$ cat config.mk
export PLATFORM = sky130hd
export DESIGN_NAME = rawp_port_arbiter_flat
export DESIGN_NICKNAME = d
export VERILOG_FILES = /design/src/rtl/rawp_port_arbiter_if.sv /design/src/rtl/rawp_port_arbiter.sv /design/src/flat_wrapper.sv
export SDC_FILE = /design/constraint.sdc
export NUM_CORES = 1
export LEC_CHECK = 0
export CORE_ASPECT_RATIO = 1.2
export CORE_MARGIN = 3
export CORE_UTILIZATION = 22
export DETAILED_ROUTE_END_ITERATION = 6
export GPL_TIMING_DRIVEN = 1
export PLACE_DENSITY = 0.81
export SYNTH_ARGS = -nofsm -noshare
export SYNTH_HDL_FRONTEND = slang
export SYNTH_SLANG_ARGS = --single-unit
$ cat constraint.sdc
create_clock -name rawp_clk -period 1.5 [get_ports rawp_clk]
set_clock_uncertainty 0.2 [all_clocks]
set_input_delay 0.3 -clock rawp_clk [delete_from_list [all_inputs] [get_ports rawp_clk]]
set_output_delay 0.3 -clock rawp_clk [all_outputs]
set_load 0.01 [all_outputs]
$ cat src/rtl/rawp_port_arbiter_if.sv
// Requester-side bundle of the raw DMA RAM port arbiter: per-requester beat
// signals in, grant/accept/response signals out.
interface rawp_port_arbiter_if #(
  parameter int NUM_REQ    = 2,
  parameter int ADDR_WIDTH = 12
);
  logic [NUM_REQ-1:0]            req_i;
  logic [NUM_REQ-1:0]            last_i;
  logic [NUM_REQ-1:0]            we_i;
  logic [NUM_REQ*ADDR_WIDTH-1:0] adr_i;
  logic [NUM_REQ*32-1:0]         dat_i;
  logic [NUM_REQ-1:0]            gnt_o;
  logic [NUM_REQ-1:0]            acc_o;
  logic [NUM_REQ-1:0]            rdv_o;
  logic [NUM_REQ-1:0]            err_o;
  logic [31:0]                   rdat_o;

  modport master (
    output req_i, last_i, we_i, adr_i, dat_i,
    input  gnt_o, acc_o, rdv_o, err_o, rdat_o
  );

  modport slave (
    input  req_i, last_i, we_i, adr_i, dat_i,
    output gnt_o, acc_o, rdv_o, err_o, rdat_o
  );
endinterface

$ cat src/rtl/rawp_port_arbiter.sv
// Round-robin arbiter sharing the single raw port of the DMA RAM between
// NUM_REQ requesters, with burst locking, range checking and per-beat handshake.
module rawp_port_arbiter #(
  parameter int NUM_REQ    = 2,
  parameter int ADDR_WIDTH = 12,
  parameter int MEM_BYTES  = 4096,
  parameter int MAX_BURST  = 16
) (
  input  logic                  rawp_clk,
  input  logic                  rawp_rst,
  rawp_port_arbiter_if.slave    req_if,
  output logic [ADDR_WIDTH-1:0] ram_adr_o,
  output logic [31:0]           ram_dat_o,
  output logic                  ram_we_o,
  input  logic [31:0]           ram_dat_i
);

  localparam int OW = (NUM_REQ > 1) ? $clog2(NUM_REQ) : 1;
  localparam int CW = (MAX_BURST > 1) ? $clog2(MAX_BURST) : 1;
  localparam bit                  ALL_IN_RANGE = (MEM_BYTES >> ADDR_WIDTH) != 0;
  localparam logic [ADDR_WIDTH:0] MEM_LIMIT    = (ADDR_WIDTH+1)'(MEM_BYTES);
  localparam logic [CW-1:0]       CNT_LAST     = CW'(MAX_BURST - 1);
  localparam logic [OW-1:0]       OWNER_MAX    = OW'(NUM_REQ - 1);
  localparam logic [OW:0]         NUM_REQ_W    = (OW+1)'(NUM_REQ);

  typedef enum logic {IDLE, BUSY} state_e;

  state_e             state_q, state_d;
  logic [OW-1:0]      owner_q, owner_d;
  logic [OW-1:0]      ptr_q, ptr_d;
  logic [CW-1:0]      burstCnt_q, burstCnt_d;
  logic [NUM_REQ-1:0] gnt_q, gnt_d;
  logic [NUM_REQ-1:0] rdv_q, rdv_d;
  logic [NUM_REQ-1:0] err_q, err_d;

  logic                  ownReq, ownWe, ownLast, inRange;
  logic [ADDR_WIDTH-1:0] ownAdr;
  logic [31:0]           ownDat;

  logic [NUM_REQ-1:0] reqRot;
  logic               anyReq;
  logic [OW-1:0]      offset, pick;
  logic [OW:0]        pickSum;

  logic [NUM_REQ-1:0]    accVec;
  logic                  ramWe, relBurst;
  logic [ADDR_WIDTH-1:0] ramAdr;
  logic [31:0]           ramDat;

  // Select the current owner's beat signals.
  always_comb begin
    ownReq  = 1'b0;
    ownWe   = 1'b0;
    ownLast = 1'b0;
    ownAdr  = '0;
    ownDat  = '0;
    for (int k = 0; k < NUM_REQ; k++) begin
      if (owner_q == OW'(k)) begin
        ownReq  = req_if.req_i[k];
        ownWe   = req_if.we_i[k];
        ownLast = req_if.last_i[k];
        ownAdr  = req_if.adr_i[k*ADDR_WIDTH +: ADDR_WIDTH];
        ownDat  = req_if.dat_i[k*32 +: 32];
      end
    end
  end

  assign inRange = ALL_IN_RANGE || ({1'b0, ownAdr} < MEM_LIMIT);

  // Rotate requests so the search starts at ptr; the lowest set bit wins.
  always_comb begin
    reqRot = NUM_REQ'({req_if.req_i, req_if.req_i} >> ptr_q);
    anyReq = 1'b0;
    offset = '0;
    for (int i = NUM_REQ - 1; i >= 0; i--) begin
      if (reqRot[i]) begin
        anyReq = 1'b1;
        offset = OW'(i);
      end
    end
    pickSum = {1'b0, ptr_q} + {1'b0, offset};
    if (pickSum >= NUM_REQ_W) begin
      pickSum = pickSum - NUM_REQ_W;
    end
    pick = pickSum[OW-1:0];
  end

  always_comb begin
    state_d    = state_q;
    owner_d    = owner_q;
    ptr_d      = ptr_q;
    burstCnt_d = burstCnt_q;
    gnt_d      = gnt_q;
    rdv_d      = '0;
    err_d      = '0;
    accVec     = '0;
    ramWe      = 1'b0;
    ramAdr     = '0;
    ramDat     = '0;
    relBurst   = 1'b0;
    unique case (state_q)
      IDLE: begin
        if (anyReq) begin
          state_d    = BUSY;
          owner_d    = pick;
          burstCnt_d = '0;
          for (int k = 0; k < NUM_REQ; k++) begin
            gnt_d[k] = (pick == OW'(k));
          end
        end
      end
      BUSY: begin
        ramAdr = ownAdr;
        ramDat = ownDat;
        if (ownReq) begin
          for (int k = 0; k < NUM_REQ; k++) begin
            accVec[k] = (owner_q == OW'(k));
          end
          // Out-of-range writes are turned into an error, never a RAM write.
          ramWe = ownWe & inRange;
          if (!inRange) begin
            err_d = accVec;
          end else if (!ownWe) begin
            rdv_d = accVec;
          end
          if (ownLast || (burstCnt_q == CNT_LAST)) begin
            relBurst = 1'b1;
          end else if (burstCnt_q != '1) begin
            burstCnt_d = burstCnt_q + 1'b1;
          end
        end else begin
          relBurst = 1'b1;
        end
        if (relBurst) begin
          state_d = IDLE;
          gnt_d   = '0;
          ptr_d   = (owner_q == OWNER_MAX) ? '0 : owner_q + 1'b1;
        end
      end
      default: state_d = IDLE;
    endcase
  end

  always_ff @(posedge rawp_clk) begin
    if (rawp_rst) begin
      state_q    <= IDLE;
      owner_q    <= '0;
      ptr_q      <= '0;
      burstCnt_q <= '0;
      gnt_q      <= '0;
      rdv_q      <= '0;
      err_q      <= '0;
    end else begin
      state_q    <= state_d;
      owner_q    <= owner_d;
      ptr_q      <= ptr_d;
      burstCnt_q <= burstCnt_d;
      gnt_q      <= gnt_d;
      rdv_q      <= rdv_d;
      err_q      <= err_d;
    end
  end

  // Combinational outputs are held quiet while reset is asserted.
  assign req_if.acc_o  = rawp_rst ? '0 : accVec;
  assign ram_we_o      = ramWe & ~rawp_rst;
  assign ram_adr_o     = rawp_rst ? '0 : ramAdr;
  assign ram_dat_o     = rawp_rst ? '0 : ramDat;
  assign req_if.gnt_o  = gnt_q;
  assign req_if.rdv_o  = rdv_q;
  assign req_if.err_o  = err_q;
  assign req_if.rdat_o = ram_dat_i;

endmodule
$ cat src/flat_wrapper.sv
// flat-port wrapper written by rule: the top's interface ports become plain ports
module rawp_port_arbiter_flat 
#(
  parameter int NUM_REQ    = 2,
  parameter int ADDR_WIDTH = 12,
  parameter int MEM_BYTES  = 4096,
  parameter int MAX_BURST  = 16
)
  (rawp_clk, rawp_rst, ram_adr_o, ram_dat_o, ram_we_o, ram_dat_i, req_if_req_i, req_if_last_i, req_if_we_i, req_if_adr_i, req_if_dat_i, req_if_gnt_o, req_if_acc_o, req_if_rdv_o, req_if_err_o, req_if_rdat_o);
  rawp_port_arbiter_if #(.NUM_REQ(NUM_REQ), .ADDR_WIDTH(ADDR_WIDTH)) req_if_i ();
  input  logic rawp_clk;
  input  logic rawp_rst;
  output logic [ADDR_WIDTH-1:0] ram_adr_o;
  output logic [31:0] ram_dat_o;
  output logic ram_we_o;
  input  logic [31:0] ram_dat_i;
  input wire logic [$bits(req_if_i.req_i)-1:0] req_if_req_i;
  input wire logic [$bits(req_if_i.last_i)-1:0] req_if_last_i;
  input wire logic [$bits(req_if_i.we_i)-1:0] req_if_we_i;
  input wire logic [$bits(req_if_i.adr_i)-1:0] req_if_adr_i;
  input wire logic [$bits(req_if_i.dat_i)-1:0] req_if_dat_i;
  output wire logic [$bits(req_if_i.gnt_o)-1:0] req_if_gnt_o;
  output wire logic [$bits(req_if_i.acc_o)-1:0] req_if_acc_o;
  output wire logic [$bits(req_if_i.rdv_o)-1:0] req_if_rdv_o;
  output wire logic [$bits(req_if_i.err_o)-1:0] req_if_err_o;
  output wire logic [$bits(req_if_i.rdat_o)-1:0] req_if_rdat_o;
  assign req_if_i.req_i = req_if_req_i;
  assign req_if_i.last_i = req_if_last_i;
  assign req_if_i.we_i = req_if_we_i;
  assign req_if_i.adr_i = req_if_adr_i;
  assign req_if_i.dat_i = req_if_dat_i;
  assign req_if_gnt_o = req_if_i.gnt_o;
  assign req_if_acc_o = req_if_i.acc_o;
  assign req_if_rdv_o = req_if_i.rdv_o;
  assign req_if_err_o = req_if_i.err_o;
  assign req_if_rdat_o = req_if_i.rdat_o;
  rawp_port_arbiter #(.NUM_REQ(NUM_REQ), .ADDR_WIDTH(ADDR_WIDTH), .MEM_BYTES(MEM_BYTES), .MAX_BURST(MAX_BURST)) u_core (.rawp_clk(rawp_clk), .rawp_rst(rawp_rst), .req_if(req_if_i), .ram_adr_o(ram_adr_o), .ram_dat_o(ram_dat_o), .ram_we_o(ram_we_o), .ram_dat_i(ram_dat_i));
endmodule
* Word-level counts from Yosys, hierarchy flattened
Index checks and enable logic that the tools add are counted.
** Cells by class
- Add/subtract/negate cells :: 4
- $lt $le $gt $ge :: 1
- Eq/ne operators :: 7
- Shifts and indexed selects :: 1
- Multiplexer cells :: 33
- Bitwise gates (word level) :: 6
- Reductions and logical operators :: 6
** Operator list (count)
- 32-bit 2-to-1 mux :: 3
- 12-bit 2-to-1 mux :: 3
- 4-bit 2-to-1 mux :: 4
- 1-bit 2-to-1 mux :: 15
- 2-bit 2-to-1 mux :: 5
- 2-bit != test, second input constant :: 4
- 4-bit case mux with 2 select lines :: 1
- 2-bit AND reduction :: 3
- 1-bit NOT :: 5
- 4-bit by 1-bit adder with 4-bit output, second input constant :: 1
- 4-bit == test, second input constant :: 1
- 4-bit != test, second input constant :: 1
- 2-bit case mux with 2 select lines :: 1
- 4-bit AND reduction :: 1
- 4-bit OR reduction :: 1
- 4-bit by 1-bit >> shifter with 2-bit output :: 1
- 1-bit by 1-bit adder with 2-bit output :: 1
- 2-bit >= comparator, second input constant :: 1
- 2-bit by 1-bit != test with 1-bit output, second input constant :: 1
- 1-bit case mux with 2 select lines :: 1
- 1-bit adder, second input constant :: 1
- 1-bit AND :: 1
- 1-bit logical OR :: 1
- 1-bit subtractor, second input constant :: 1
** Storage, ports and cells
- Bits in registers :: 11
- Bits of input ports :: 128
- Output and inout port bits :: 85
- Logic and storage cells :: 64

* Longest topological paths before layout
- Word-level depth :: 9
- Mapped depth :: 5

* Least setup slack after synthesis
No wires, ideal clock.
- Path kind :: reg2out
- Start :: register u_core.state_q
- End :: output ram_adr_o[10]
- Data arrival time :: 1.074 ns
- Data required time :: 1.000 ns
- Slack :: -0.074 ns
- Cell stages (with the launch flop) :: 5
- Buffers on the path :: 2
- Cell sequence :: dfxtp_1 nand2b_1 buf_2 buf_1 nor2_1
** Between the ends
- Cells in the longest elaborated chain, start to end :: 2
** Ends and longest elaborated chain
- start: declaration :: RTL line rawp_port_arbiter.sv:28 : state_e state_q, state_d;
- start signal: assignment :: RTL line rawp_port_arbiter.sv:154 : state_q <= state_d;
- 12-bit 2-to-1 mux :: RTL line rawp_port_arbiter.sv:101 : unique case (state_q)
- 12-bit 2-to-1 mux :: RTL line rawp_port_arbiter.sv:167 : assign ram_adr_o = rawp_rst ? '0 : ramAdr;
- end: declaration :: RTL line flat_wrapper.sv:13 : output logic [ADDR_WIDTH-1:0] ram_adr_o;
No other way between the ends.

* Worst setup path after layout
- Start :: register u_core.owner_q
- End :: output ram_dat_o[17]
** Between the ends
- Cells in the longest elaborated chain, start to end :: 3
** Ends and longest elaborated chain
- start: declaration :: RTL line rawp_port_arbiter.sv:29 : logic [OW-1:0] owner_q, owner_d;
- start signal: assignment :: RTL line rawp_port_arbiter.sv:155 : owner_q <= owner_d;
- 32-bit 2-to-1 mux :: RTL line rawp_port_arbiter.sv:58 : if (owner_q == OW'(k)) begin
- 32-bit 2-to-1 mux :: RTL line rawp_port_arbiter.sv:101
- 32-bit 2-to-1 mux :: RTL line rawp_port_arbiter.sv:168 : assign ram_dat_o = rawp_rst ? '0 : ramDat;
- end: declaration :: RTL line flat_wrapper.sv:14 : output logic [31:0] ram_dat_o;
No other way between the ends.

==> run_results.csv <==
group,metric,value,unit
run_status,outcome,"finished with violations",
run_status,violations,"negative setup slack",
clock_network,holdBufCountCts,0,
clock_network,cts_root_buffer,"clkbuf_8",
yosys,synthCells,197,
clock_network,cts_tree,"yes",
worst_setup_path,crit_end,"ram_dat_o[17]",
global_routing,grt_max_degree,26,
worst_hold_path,hp-class,"reg2reg",
clock_network,cts_buffers,3,
placed_design,dp_cells,399,
timing,rsz0062_at_grt,"true",
global_routing,antenna_found_initial,0,
worst_setup_path,critPathMaxFanout,5,
timing,layout_min_cycle_time,1.85,ns
yosys,yosysSeqAreaShare,15.0,%
yosys,synthXorXnorAreaFrac,0,%
timing,min_period_over_period,123,%
yosys,ys_types,32,
finish,fin_nets,465,
clock_network,cts_max_level,1,
worst_setup_path,worstReg2RegEnd,"u_core.burstCnt_q[2]$_SDFFE_PP0P_",
worst_setup_path,ff2ff_setup_slack,-0.21,ns
placed_design,dp_slack,-0.837,ns
route,dr.pass1.iters,4,
yosys,netlist_area,1470,µm²
clock_network,cts.path.max_buffers,2,
yosys,ys_warn_count,0,
timing,drv_slew,0,
worst_setup_path,cp.arrival,1.35,ns
worst_setup_path,start_kind,"flip-flop",
route,drt_wl_total,6.70,mm
finish,final_cells,420,
worst_setup_path,rr_startpoint,"u_core.owner_q$_SDFFE_PP0P_",
yosys,synth_fa_ha_area_share,0.852,%
finish,drive_above_1_share,34.0,%
global_routing,globalRouteTotalUtil,15.2,%
worst_setup_path,crit_cells,6,
finish,diodes,0,
placed_design,dp_hpwl,5.00,mm
worst_setup_path,r2r_cells,5,
yosys,yosys.area_share.simple,22.7,%
yosys,synth_mux_area_share,31.4,%
die,die_w,80.6,µm
timing,finalSetupViolations,54,
route,viasPerCell,4.38,
worst_setup_path,crit_start,"u_core.owner_q$_SDFFE_PP0P_",
worst_setup_path,worst_path_max_delay_cell,"dfxtp_4",
pwr,power_density,463,nW/µm²
route,vias,1838,
route,drtIter0Drc,32,
worst_setup_path,cp_num_buf_inv,4,
die,die_h,95.5,µm
yosys,ys_seq_elements,11,
clock_network,clock_latency,0.24,ns
die,start_util,22.8,%
worst_setup_path,cp_top_family,"buffers and inverters",
yosys,synth_top_family_by_area,"multiplexers",
yosys,synth_compound_area_share,7.75,%
placed_design,gp_congestion,0.739,
finish,utilization,48.5,%
finish,syn_to_final_growth,113,%
worst_setup_path,crit_required,1.00,ns
die,num_io_pins,213,
die,die-area,7700,µm²
pwr,leakagePower,1.36,nW
finish,layout_common_cells,"clkdlybuf4s50_1, buf_2, nor2_1, mux2i_1, buf_4",
global_routing,grt_pass1_wl,9.13,mm
timing,hold_viol_final,0,
timing,setup_ws,-0.346,ns
route,antenna_left,0,
flow_run,drv_cap,0,
die,core-area,6450,µm²
die,num_rows,32,
timing,max_freq,0.542,GHz
clock_network,cts_sinks,11,
global_routing,first_global_vias,1821,
clock_network,path_clk_slew,0.05,ns
global_routing,overflow,0,
worst_setup_path,cpPeakStageDelay,0.42,ns
worst_setup_path,cp-end-kind,"primary output",
yosys,synth_area_per_cell,7.46,µm²
worst_setup_path,path_class,"reg2out",
route,wl_per_cell,15.9,µm
placed_design,port_buffers,146,
worst_setup_path,crit_chain,"buf_12 > buf_16 > buf_6 > mux2i_1 > nor2_1 > buf_2",
pwr,peakVddDrop,0.282,mV
route,drc,0,
finish,final_common_cell,"clkdlybuf4s50_1",
state kept, by name, summed over array words and instances (netlist names):
register and count:
u_core.ptr_q 1, u_core.burstCnt_q 4, u_core.owner_q 1, u_core.state_q 1
u_core.req_if.rdv_o 2, u_core.req_if.gnt_o 2
report_power, final:
group | internal (mW) | switching (mW)
combinational | 0.529 | 0.296
clock | 0.187 | 0.113
sequential | 0.307 | 0.0156
total | 1.02 | 0.425
tightest hold or removal path: cells and delay by family, from the launching register on:
kind / cells / cell delay (ns)
AO/OA/AOI/OAI: 1 / 0.06
AND/OR/NAND/NOR: 1 / 0.08
flip-flops: 1 / 0.31
cells by family (layout without fill, tap and decap cells):
kind of cell	Yosys count	in the layout
buffers and inverters	49	186
flip-flops	11	11
AND/OR/NAND/NOR	73	73
other	1	2
multiplexers	46	46
adder cells (fa/ha/maj)	1	1
AO/OA/AOI/OAI	16	16
Yosys cell counts:
cell type | count | share of area, %
nor2_1 | 51 | 13
mux2i_1 | 45 | 31
buf_4 | 35 | 18
dfxtp_1 | 11 | 15
buf_2 | 6 | 2.0
a21oi_1 | 5 | 1.7
nand3_1 | 5 | 1.7
clkbuf_1 | 4 | 1.0
and2_1 | 3 | 1.3
inv_1 | 3 | 0.77
nand2_1 | 3 | 0.77
nand3b_1 | 2 | 1.0
nor3_1 | 2 | 0.68
o211ai_1 | 2 | 1.0
o21ai_0 | 2 | 0.68
o21bai_1 | 2 | 1.0
a2bb2oi_1 | 1 | 0.60
and3b_1 | 1 | 0.60
buf_1 | 1 | 0.26
conb_1 | 1 | 0.26
ha_1 | 1 | 0.85
mux2_1 | 1 | 0.77
nand2b_1 | 1 | 0.43
nand4b_1 | 1 | 0.60
nor2b_1 | 1 | 0.43
nor3b_4 | 1 | 1.3
o211ai_4 | 1 | 1.4
o21ai_1 | 1 | 0.34
o22ai_1 | 1 | 0.43
o31ai_1 | 1 | 0.51
or2b_1 | 1 | 0.51
or3_1 | 1 | 0.43
cell type report:
cell class / count / area (µm²)
Fill cell: 625 / 3320
Timing Repair Buffer: 179 / 1710
Multi-Input combinational cell: 138 / 1030
Sequential cell: 11 / 225
Tap cell: 85 / 106
Clock buffer: 4 / 45.0
Inverter: 3 / 11.3
how the worst min path moves through the flow:
stage | from | endpoint | slack [ns] | depth (start not counted)
after floorplan | req_if_we_i[1] | u_core.req_if.rdv_o[1]$_SDFF_PP0_ | 0.18 | 1
after global placement | u_core.burstCnt_q[3]$_SDFFE_PP0P_ | u_core.burstCnt_q[3]$_SDFFE_PP0P_ | 0.29 | 2
after detailed placement | u_core.req_if.gnt_o[0]$_SDFFE_PP0P_ | u_core.req_if.gnt_o[0]$_SDFFE_PP0P_ | 0.30 | 2
after CTS | u_core.req_if.gnt_o[0]$_SDFFE_PP0P_ | u_core.req_if.gnt_o[0]$_SDFFE_PP0P_ | 0.31 | 2
after global routing | u_core.req_if.gnt_o[0]$_SDFFE_PP0P_ | u_core.req_if.gnt_o[0]$_SDFFE_PP0P_ | 0.34 | 2
final | u_core.req_if.gnt_o[0]$_SDFFE_PP0P_ | u_core.req_if.gnt_o[0]$_SDFFE_PP0P_ | 0.31 | 2
stage by stage:
step | power (mW) | instance area [µm²] | hold WS, ns | setup TNS [ns]
after floorplan | 0.692 | 1520 | 0.179 | 0
after global placement | 1.04 | 2950 | 0.291 | -41.59
after detailed placement | 1.05 | 2950 | 0.296 | -41.69
after CTS | 1.40 | 3020 | 0.308 | -12.43
after global routing | 1.54 | 3130 | 0.336 | -16.83
final | 1.45 | 3130 | 0.306 | -13.40
layer usage:
layer,vias up,part of all wire (%),GRT usage [%]
li1,905,-,-
met4,0,1.6,4.23
met1,830,34,15.2
met2,95,55,29.1
met5,-,0,0
met3,8,9.8,5.20
repair_timing:
action	4_1_cts	5_1_grt
hold endpoints to repair	0	0
gates cloned	4	3
endpoints found under the setup margin	59	55
buffers inserted	9	1
gates resized for setup	215	7
pin swaps	5	4
Power figures use the tool's default switching activity.
